`config.mk`:
```
export PLATFORM = sky130hd
export DESIGN_NAME = fifo_rd_ctrl
export DESIGN_NICKNAME = d
export VERILOG_FILES = /design/src/rtl/fifo_rd_ctrl.sv
export SDC_FILE = /design/constraint.sdc
export NUM_CORES = 1
export LEC_CHECK = 0
export ABC_AREA = 0
export CORE_ASPECT_RATIO = 0.8
export CORE_MARGIN = 2
export CORE_UTILIZATION = 39
export DETAILED_ROUTE_END_ITERATION = 6
export PLACE_DENSITY = 0.75
export SLEW_MARGIN = 20
export SYNTH_ARGS = -nofsm -noshare
export SYNTH_HDL_FRONTEND = slang
export SYNTH_SLANG_ARGS = --single-unit
```
`constraint.sdc`:
```
create_clock -name clk -period 2.1 [get_ports clk]
set_clock_uncertainty 0.15 [all_clocks]
set_input_delay 0.315 -clock clk [delete_from_list [all_inputs] [get_ports clk]]
set_output_delay 0.315 -clock clk [all_outputs]
set_load 0.01 [all_outputs]
```
`src/rtl/fifo_rd_ctrl.sv`:
```
// Read-domain controller for the async FIFO: read pointer (binary + Gray), memory read port,
// empty flag and a valid/ready output stage. Define FIFO_RD_OCC_EN to build the occupancy counter.
module fifo_rd_ctrl #(
    parameter int ADDR_WIDTH = 8,
    parameter int AE_THRESH  = 4,
    localparam int PTR_WIDTH = ADDR_WIDTH + 1
) (
    input  logic                  clk,
    input  logic                  rst,
    input  logic [PTR_WIDTH-1:0]  rq2_wptr,
    output logic [PTR_WIDTH-1:0]  rptr,
    output logic [ADDR_WIDTH-1:0] mem_raddr,
    output logic                  mem_ren,
    output logic                  rd_valid,
    input  logic                  rd_ready,
    output logic                  empty,
    output logic                  almost_empty,
    output logic [PTR_WIDTH-1:0]  rd_count
);

    typedef enum logic {
        IDLE  = 1'b0,
        VALID = 1'b1
    } state_t;

    state_t               state_q, state_d;
    logic [PTR_WIDTH-1:0] rbin_q, rbin_d;
    logic [PTR_WIDTH-1:0] rptr_q, rptr_d;
    logic                 empty_q, empty_d;

    if (AE_THRESH < 0 || AE_THRESH >= (1 << PTR_WIDTH)) begin : g_bad_thresh
        $error("AE_THRESH must fit in the pointer range");
    end

    function automatic logic [PTR_WIDTH-1:0] bin2gray(input logic [PTR_WIDTH-1:0] b);
        return (b >> 1) ^ b;
    endfunction

    // The next word is fetched whenever the output slot is free or being drained this cycle.
    always_comb begin
        mem_ren = !empty_q && ((state_q == IDLE) || rd_ready);
        rbin_d  = rbin_q + {{(PTR_WIDTH-1){1'b0}}, mem_ren};
        rptr_d  = bin2gray(rbin_d);
        empty_d = (rptr_d == rq2_wptr);
    end

    always_comb begin
        state_d = state_q;
        case (state_q)
            IDLE:    if (mem_ren) state_d = VALID;
            VALID:   if (!mem_ren && rd_ready) state_d = IDLE;
            default: state_d = IDLE;
        endcase
    end

    always_ff @(posedge clk) begin
        if (rst) begin
            state_q <= IDLE;
            rbin_q  <= '0;
            rptr_q  <= '0;
            empty_q <= 1'b1;
        end else begin
            state_q <= state_d;
            rbin_q  <= rbin_d;
            rptr_q  <= rptr_d;
            empty_q <= empty_d;
        end
    end

    assign rptr      = rptr_q;
    assign mem_raddr = rbin_q[ADDR_WIDTH-1:0];
    assign rd_valid  = (state_q == VALID);
    assign empty     = empty_q;

`ifdef FIFO_RD_OCC_EN
    logic [PTR_WIDTH-1:0] wbin;
    logic [PTR_WIDTH-1:0] rd_count_q, rd_count_d;
    logic                 almost_empty_q, almost_empty_d;

    function automatic logic [PTR_WIDTH-1:0] gray2bin(input logic [PTR_WIDTH-1:0] g);
        logic [PTR_WIDTH-1:0] b;
        b[PTR_WIDTH-1] = g[PTR_WIDTH-1];
        for (int i = PTR_WIDTH - 2; i >= 0; i--) begin
            b[i] = b[i+1] ^ g[i];
        end
        return b;
    endfunction

    // Uses the synchronized (stale) write pointer, so the count can only under-report.
    always_comb begin
        wbin           = gray2bin(rq2_wptr);
        rd_count_d     = wbin - rbin_d;
        almost_empty_d = (rd_count_d <= PTR_WIDTH'(AE_THRESH));
    end

    always_ff @(posedge clk) begin
        if (rst) begin
            rd_count_q     <= '0;
            almost_empty_q <= 1'b1;
        end else begin
            rd_count_q     <= rd_count_d;
            almost_empty_q <= almost_empty_d;
        end
    end

    assign rd_count     = rd_count_q;
    assign almost_empty = almost_empty_q;
`else
    assign rd_count     = '0;
    assign almost_empty = empty_q;
`endif

endmodule

```
==> impl_metrics.ini <==
[global_routing]
track_usage_pct = 16.8
antenna_found_initial = 0
grt_max_degree = 12
grt_pass1_wl_um = 4220
gr-total-overflow = 0
grt_pass1_vias = 959

[yosys]
synth_flop_cell = dfxtp_1
ys_ff_latch = 19
yosys_warnings = 0
synth_edf_count = 0
yosysSeqAreaShare_pct = 34.4
synth_cell_types = 33
synth_area_um2 = 1110
avgSynthCellArea_um2 = 8.79
synthCells = 126
async_flop_share_pct = 0

[die]
die_w_um = 63.6
rows = 17
core_area_um2 = 2720
boundaryPins = 42
die_h_um = 51.7
start_util_pct = 40.7
die-area_um2 = 3280

[timing]
max_freq_mhz = 450
hold_violations = 0
period_needed_ps = 2220
rsz0062_at_grt = yes
fin_crit_sh_pct = 106
fin_ws_ps = -125
drv_slew = 0
setup_viol = 2

[power]
power_w = 0.000735
power.leakage_nw = 0.711
p_per_area_nw_per_um2 = 420
peakVddDrop_mv = 0.221

[drt]
detail-route-antenna-nets = 0
totalWireLength_um = 2600
wl_per_cell_um = 11.8
drc_errors = 0
drtIter0Drc = 23
via_per_inst = 4.49
vias = 988
firstDrtPassIters = 4

[setup_path]
cp_slowest_stage_delay_ps = 350
crit_top_cell = ha_4
endpoint_kind = flop
arrival_ps = 2270
crit_path_top_delay_cell = dfxtp_2
required_ps = 2150
critPathBufInv = 1
cp-start-kind = flop
path_cells = nand2b_4, nor2b_4, ha_4, ha_4, buf_12, a21oi_4, nand3b_1, a21oi_2, xor2_2, xor2_1, a41o_1
crit_family = simple AND/OR/NAND/NOR gates
path_class = flop to flop
critPathMaxFanout = 7

[cells_and_area]
mostFrequentLayoutCell = clkdlybuf4s50_1
fin_nets = 198
area_growth_pct = 58.1
diodes = 0
most-common-layout-cells = clkdlybuf4s50_1 (30), buf_4 (28), dfxtp_1 (18)
post-route-util_pct = 64.3
drive_gt1_share_pct = 28.0
multiInputGateArea_um2 = 743
seq_area_um2 = 382
n_fill_cell = 224

[clock_tree]
cts_made_buffers = 3
cts_tree = done
clkSinkCount = 19
clk_latency_ps = 290
htree_num_levels = 1
clk_pin_slew_ps = 110
root_buffer = clkbuf_4
ctsLongestPathBuffers = 2

[outcome]
violations = negative setup slack
status = finished, violations left

[place]
gp_congestion = 0.832
dp_hpwl_um = 2010
portBuffers = 32
pre_cts_ws_ps = -610

[flow_run]
maxCapViolations = 0

[min_path]
hp-class = primary input to flop
-- per-layer routing --
layer,part of all wire (%),track usage (%),vias to the layer above
met5,0,0,-
met2,46,29.5,37
li1,-,-,504
met1,47,20.1,445
met3,6.3,4.76,2
met4,0.73,5.07,0
-- registers in the layout, indices dropped and copies added (netlist names) --
signal,flops
rbin_q,9
almost_empty,1
rd_valid,1
rptr,8
-- kinds of logic (layout without fill, tap and decap cells) --
| group | Yosys count | in the layout | share of synthesized area, % |
|---|---|---|---|
| mux | 1 | 1 | 0.904 |
| compound gates | 18 | 18 | 10.8 |
| fa+ha+maj | 3 | 3 | 3.39 |
| xor+xnor | 25 | 25 | 19.8 |
| buf+inv | 18 | 66 | 11.3 |
| simple gates | 41 | 41 | 19.1 |
| other cells | 1 | 9 | 0.339 |
| flops | 19 | 19 | 34.3 |
-- cell type report --
type	count	area share, %
multi-input combinational	97	42.5
timing repair buffer	61	31.3
sequential	19	21.8
tap	38	2.72
clock buffer	4	1.50
inverter	1	0.214
-- power by group --
| group | leakage, nW | total (W) | switching, W | internal (W) |
|---|---|---|---|---|
| combinational | 0.541 | 0.000170 | 0.0000726 | 0.0000973 |
| sequential | 0.155 | 0.000383 | 0.0000104 | 0.000373 |
| clock | 0.0150 | 0.000182 | 0.000108 | 0.0000739 |
-- synth_stat cells, types with 2 or more instances --
library cell,n,area (µm²)
o21ai_0,3,15.0
nand3b_1,2,15.0
xor2_1,13,114
o21ai_1,2,10.0
or3_1,2,12.5
nor2b_1,5,31.3
nand3_1,4,20.0
dfxtp_1,19,380
xnor2_1,12,105
buf_4,13,97.6
a21oi_1,8,40.0
nor2_1,16,60.1
nand2_1,5,18.8
ha_1,3,37.5
-- path summary, 6_finish.rpt --
check	from	to	slack [ps]	depth (start not counted)
worst max-delay path	rd_valid	almost_empty	-120	11
worst min-delay path	rd_ready	rd_valid	270	3
worst max register to register	rd_valid	almost_empty	-120	11
worst min register to register	rd_valid	rd_valid	360	2
-- what timing repair did --
item / CTS / global route
hold buffers: 0 / 0
setup endpoints to repair: 8 / 3
resized for setup: 7 / 3
buffers inserted: 4 / 1
pin swaps: 5 / 3
-- tightest hold or removal path, delay by kind of cell --
kind                   cells  cell delay [ps]
AO/OA/AOI/OAI              1               60
AND/OR/NAND/NOR            1              120
buffers and inverters      1              190
-- per-stage QoR --
stage | instances | setup TNS (ps) | hold WS (ps) | instance area [µm²]
2_1_floorplan | 134 | 0 | 338 | 1210
3_3_place_gp | 212 | -3390 | 324 | 1660
3_5_place_dp | 212 | -4450 | 346 | 1660
4_1_cts | 220 | -152 | 267 | 1740
5_1_grt | 220 | -309 | 275 | 1750
6_report | 220 | -144 | 269 | 1750
Power figures use the tool's default switching activity.
